==> config.mk <==
export PLATFORM = sky130hd
export DESIGN_NAME = mem_arbiter
export DESIGN_NICKNAME = d
export VERILOG_FILES = /design/src/rtl/mem_arb_pkg.sv /design/src/rtl/mem_arb_align_chk.sv /design/src/rtl/mem_arbiter.sv
export SDC_FILE = /design/constraint.sdc
export NUM_CORES = 1
export LEC_CHECK = 0
export BUFFER_PORTS_ARGS = -buffer_cell sky130_fd_sc_hd__buf_2
export CORE_AREA = 2 2 107 109
export CTS_BUF_LIST = sky130_fd_sc_hd__clkbuf_8
export DETAILED_ROUTE_END_ITERATION = 16
export DIE_AREA = 0 0 109 111
export GPL_ROUTABILITY_DRIVEN = 1
export PLACE_DENSITY = 0.82
export SYNTH_ARGS = -nofsm -noshare
export SYNTH_HDL_FRONTEND = slang
export SYNTH_HIERARCHICAL = 1
export SYNTH_SLANG_ARGS = --single-unit
==> constraint.sdc <==
create_clock -name clk -period 3.1 [get_ports clk]
set_input_delay 0.155 -clock clk [delete_from_list [all_inputs] [get_ports clk]]
set_output_delay 0.155 -clock clk [all_outputs]
set_load 0.03 [all_outputs]
==> src/rtl/mem_arb_pkg.sv <==
// mem_arb_pkg: owner-state encoding and funct3 size codes
// shared by the memory arbiter files.
package mem_arb_pkg;

  typedef enum logic [1:0] {
    IDLE   = 2'b00,
    OWN_IF = 2'b01,
    OWN_D  = 2'b10
  } owner_e;

  localparam logic [2:0] F3_B = 3'd0;
  localparam logic [2:0] F3_H = 3'd1;
  localparam logic [2:0] F3_W = 3'd2;

endpackage

==> src/rtl/mem_arb_align_chk.sv <==
// mem_arb_align_chk: flags a load/store whose address is not
// naturally aligned to its access size (funct3 low bits).
module mem_arb_align_chk
  import mem_arb_pkg::*;
(
  input  logic [1:0] sz,
  input  logic [1:0] addr,
  output logic       misaligned
);

  // halfword needs addr[0]=0, word needs addr[1:0]=0
  always_comb begin
    misaligned = 1'b0;
    unique case (1'b1)
      (sz == F3_H[1:0]): misaligned = addr[0];
      (sz == F3_W[1:0]): misaligned = |addr;
      default:           misaligned = 1'b0;
    endcase
  end

endmodule

==> src/rtl/mem_arbiter.sv <==
// mem_arbiter: shares one single-port memory between fetch and
// load/store. Define MEM_ARB_RR_EN for round-robin conflicts.
module mem_arbiter
  import mem_arb_pkg::*;
#(
  parameter int ADDR_W = 32,
  parameter int DATA_W = 32
) (
  input  logic              clk,
  input  logic              rst,
  input  logic              if_req,
  input  logic [ADDR_W-1:0] if_addr,
  output logic              if_gnt,
  output logic              if_valid,
  output logic [DATA_W-1:0] if_rdata,
  input  logic              d_req,
  input  logic              d_we,
  input  logic [2:0]        d_f3,
  input  logic [ADDR_W-1:0] d_addr,
  input  logic [DATA_W-1:0] d_wdata,
  output logic              d_gnt,
  output logic              d_valid,
  output logic [DATA_W-1:0] d_rdata,
  output logic              d_err,
  output logic              mem_en,
  output logic              mem_we,
  output logic [2:0]        mem_f3,
  output logic [ADDR_W-1:0] mem_addr,
  output logic [DATA_W-1:0] mem_wdata,
  input  logic [DATA_W-1:0] mem_rdata,
  output logic              stall
);

  owner_e owner_q, owner_d;
  logic mis, d_ok, d_bad;
  logic if_win, d_win;
  logic [ADDR_W-1:0] addr_q;
  logic [DATA_W-1:0] wdata_q;
  logic [2:0] f3_q;

  mem_arb_align_chk u_chk (
    .sz        (d_f3[1:0]),
    .addr      (d_addr[1:0]),
    .misaligned(mis)
  );

  assign d_ok  = d_req & ~mis;
  assign d_bad = d_req & mis;

`ifdef MEM_ARB_RR_EN
  logic rr_d_q;
  logic conflict;

  assign conflict = if_req & d_ok;

  // pick the side that lost the last conflict
  always_comb begin
    if_win = if_req & ~(d_ok & rr_d_q);
    d_win  = d_ok & ~(if_req & ~rr_d_q);
  end

  // pointer moves to the loser on conflict cycles only
  always_ff @(posedge clk or posedge rst) begin
    if (rst)           rr_d_q <= 1'b0;
    else if (conflict) rr_d_q <= ~rr_d_q;
  end
`else
  // fixed priority: data side always wins
  always_comb begin
    if_win = if_req & ~d_ok;
    d_win  = d_ok;
  end
`endif

  // grants and memory command for the current cycle
  always_comb begin
    if_gnt    = 1'b0;
    d_gnt     = 1'b0;
    d_err     = 1'b0;
    stall     = 1'b0;
    mem_en    = 1'b0;
    mem_we    = 1'b0;
    mem_f3    = f3_q;
    mem_addr  = addr_q;
    mem_wdata = wdata_q;
    if (!rst) begin
      if_gnt = if_win;
      d_gnt  = d_win | d_bad;
      d_err  = d_bad;
      stall  = (if_req & ~if_win) | (d_ok & ~d_win);
      unique case (1'b1)
        d_win: begin
          mem_en    = 1'b1;
          mem_we    = d_we;
          mem_f3    = d_f3;
          mem_addr  = d_addr;
          mem_wdata = d_wdata;
        end
        if_win: begin
          mem_en   = 1'b1;
          mem_f3   = F3_W;
          mem_addr = if_addr;
        end
        default: ;
      endcase
    end
  end

  // keep the last command so idle cycles hold the bus
  always_ff @(posedge clk or posedge rst) begin
    if (rst) begin
      addr_q  <= '0;
      wdata_q <= '0;
      f3_q    <= '0;
    end else if (mem_en) begin
      addr_q  <= mem_addr;
      wdata_q <= mem_wdata;
      f3_q    <= mem_f3;
    end
  end

  // who gets next cycle's read data
  always_comb begin
    owner_d = IDLE;
    unique case (1'b1)
      if_win:  owner_d = OWN_IF;
      d_win:   owner_d = OWN_D;
      default: owner_d = IDLE;
    endcase
  end

  // owner register
  always_ff @(posedge clk or posedge rst) begin
    if (rst) owner_q <= IDLE;
    else     owner_q <= owner_d;
  end

  assign if_valid = (owner_q == OWN_IF);
  assign d_valid  = (owner_q == OWN_D);
  assign if_rdata = if_valid ? mem_rdata : '0;
  assign d_rdata  = d_valid ? mem_rdata : '0;

endmodule

==> results.yml <==
run_status:
  status: "completed"
drt:
  drt_iter0_markers: 277
  post_drt_wl_per_cell_um: 17.7
  dr.pass1.iters: 4
  ant_nets: 0
  via_count: 4161
  vias_per_cell: 5.19
  wl_mm: 14.1
  drc: 0
clocking:
  cts_setup_buffers: 0
  clock_latency_ns: 0.33
  ctsHtreeMaxLevel: 3
  numCtsBuffers: 9
  cts_tree: "done"
  cts.reportedPaths.clkPinSlew_ns: 0.08
  cts_resized: 0
  cts-root-buf: "clkbuf_8"
  clock-sinks: 69
  clk_path_buf_depth: 2
  holdBufCountCts: 0
global_routing:
  grt_max_degree: 71
  grt_use_total_pct: 22.7
  grt_pass1_wl_mm: 21.0
  overflow: 0
  grt_pass1_vias: 4021
  antenna_found_initial: 4
synth:
  synth_most_common_cell: "dfrtp_1"
  yosysTopAreaCell: "dfrtp_1"
  yosys_warnings: 6
  ys_top_cells_by_count: "69 x dfrtp_1, 65 x and2_1, 64 x o2bb2ai_1"
  ys_ff_latch: 69
  synth-seq-area-share_pct: 40.2
  synth_cell_types: 27
  synth.top_cell.area_share_pct: 40.2
  synth_area_leaders: "dfrtp_1 40%, mux2_2 17%, o2bb2ai_1 13%"
  syn_inst: 395
  synth_flop_cell: "dfrtp_1"
  avgSynthCellArea_um2: 10.9
  syn-cell-area_mm2: 0.00429
  syn_nets: 533
  synthArstFlopShare_pct: 100
  synth_edf_count: 0
final_layout:
  layout-drive-gt1-share_pct: 56.3
  areaGrowthSynthToFinish_pct: 38.5
  final_util_pct: 53.7
  finalInstanceArea_mm2: 0.00595
  fin_nets: 787
floorplan:
  die_w_um: 109
  std_cell_rows: 39
  die_area_mm2: 0.0121
  start_util_pct: 38.7
  die_y_um: 111
  io_pins: 275
  core_area_mm2: 0.0111
timing:
  clock.fmax_mhz: 425
  finalCritPeriodShare_pct: 75.9
  worst_pin_slew_ns: 0.877
  period_minus_slack_ns: 2.35
  slew_headroom_pct: 41.6
  skew_ns: 0
  grt_setup_unrepaired: "false"
  finalSetupViolCount: 0
  tns_ns: 0
  setup_slack_ns: 0.747
  hold_viol_final: 0
  drv_slew: 0
power_and_ir_drop:
  powerDensity_mw_per_mm2: 518
  leakage_nw: 3.06
  ir_drop_v: 0.000355
  finalPower_mw: 3.08
placement:
  dp_worst_setup_slack_ns: 0.681
  hpwl_mm: 11.1
  port-buffer-count: 274
  gp_congestion: 0.911
  placed_cell_area_mm2: 0.00573
worst_setup_path:
  cp-start-kind: "input pin"
  end_kind: "output port"
  r2r_slack_ns: 2.34
  path_max_fanout: 39
  r2r-start: "wdata_q[8]"
  rr_endpoint: "wdata_q[8]"
  crit_type: "input pin to output port"
  cp.arrival_ns: 2.20
  reg2reg_depth: 1
  critPathRequiredTime_ns: 2.94
hold_path:
  worstHoldStart: "d_wdata[6]"
  holdPathEnd: "wdata_q[6]"
  whs_path_depth: 2
  hold_class: "input pin to flop"
run:
  maxCapViolations: 0
## worst max-delay path by stage
| stage | start | to | slack (ns) | cells after the start |
|---|---|---|---|---|
| global route | d_f3[0] | mem_addr[26] | 0.56 | 11 |
| floorplan | rst | mem_f3[1] | 0.23 | 6 |
| finish | d_f3[0] | mem_addr[26] | 0.75 | 11 |
| CTS | d_f3[0] | mem_addr[26] | 0.67 | 11 |
| global placement | d_f3[0] | mem_addr[26] | 0.71 | 11 |
| detailed placement | d_f3[0] | mem_addr[26] | 0.68 | 11 |
## registers in the layout, indices dropped and copies added, names as in the netlist
register,count
owner_q,2
addr_q,32
wdata_q,32
f3_q,3
## cell families (layout without fill, tap and decap cells)
logic type	after synthesis	count (layout)	synth area share (%)
and+or+nand+nor	107	107	17.4
AOI/OAI and AO/OA	105	105	19.6
DFF	69	69	40.2
muxes	64	64	16.8
buffers and inverters	48	307	5.36
adders and majority gates	2	2	0.583
other	0	4	0
## stage by stage
step / hold slack, ns / cells
finish: 0.0488 / 801
global route: 0.0376 / 801
CTS: 0.0351 / 797
detailed placement: 0.404 / 781
global placement: 0.397 / 781
floorplan: 0.295 / 395
## power breakdown
part / switching (mW) / leakage [nW] / internal (mW)
Combinational: 0.746 / 2.11 / 0.460
Clock: 0.344 / 0.112 / 0.410
Sequential: 0.0754 / 0.835 / 1.04
Total: 1.16 / 3.06 / 1.91
## worst max-delay path, stage by stage
cell and delay, ns:
buf_2 0.12, inv_1 0.05, ha_1 0.29, a21oi_2 0.15
nand2b_1 0.14, buf_4 0.21, inv_2 0.09, o21ai_4 0.13
buf_4 0.37, o2bb2ai_1 0.21, buf_2 0.27
## cell usage in the layout (no fill, tap or decap), types with 2 or more instances in the layout
cell and n:
ha_1 2, o2bb2ai_1 64, a31oi_1 32, and2_1 65
inv_1 5, nor2b_1 3, buf_4 10, buf_2 274
inv_2 3, and3b_1 32, mux2_2 63, nor3_1 2
dfrtp_1 69, diode_2 4, a22o_1 4, clkbuf_8 11
o32a_1 2
## per-layer routing
| layer | wire length, um | GRT usage, % | part of all wire (%) |
|---|---|---|---|
| met3 | 1110 | 6.06 | 7.8 |
| met5 | 0 | 0 | 0 |
| met2 | 7030 | 38.5 | 50 |
| met4 | 403 | 9.91 | 2.9 |
| met1 | 5590 | 26.6 | 40 |
## final cells by class
class                           instances  area [um^2]
Antenna cell                            4         10.0
Clock buffer                           11          151
Clock inverter                          5         51.3
Fill cell                             963         5130
Inverter                                6         22.5
Multi-Input combinational cell        278         2340
Sequential cell                        69         1730
Tap cell                              143          179
Timing Repair Buffer                  285         1470
(Power assumes the default switching activity.)
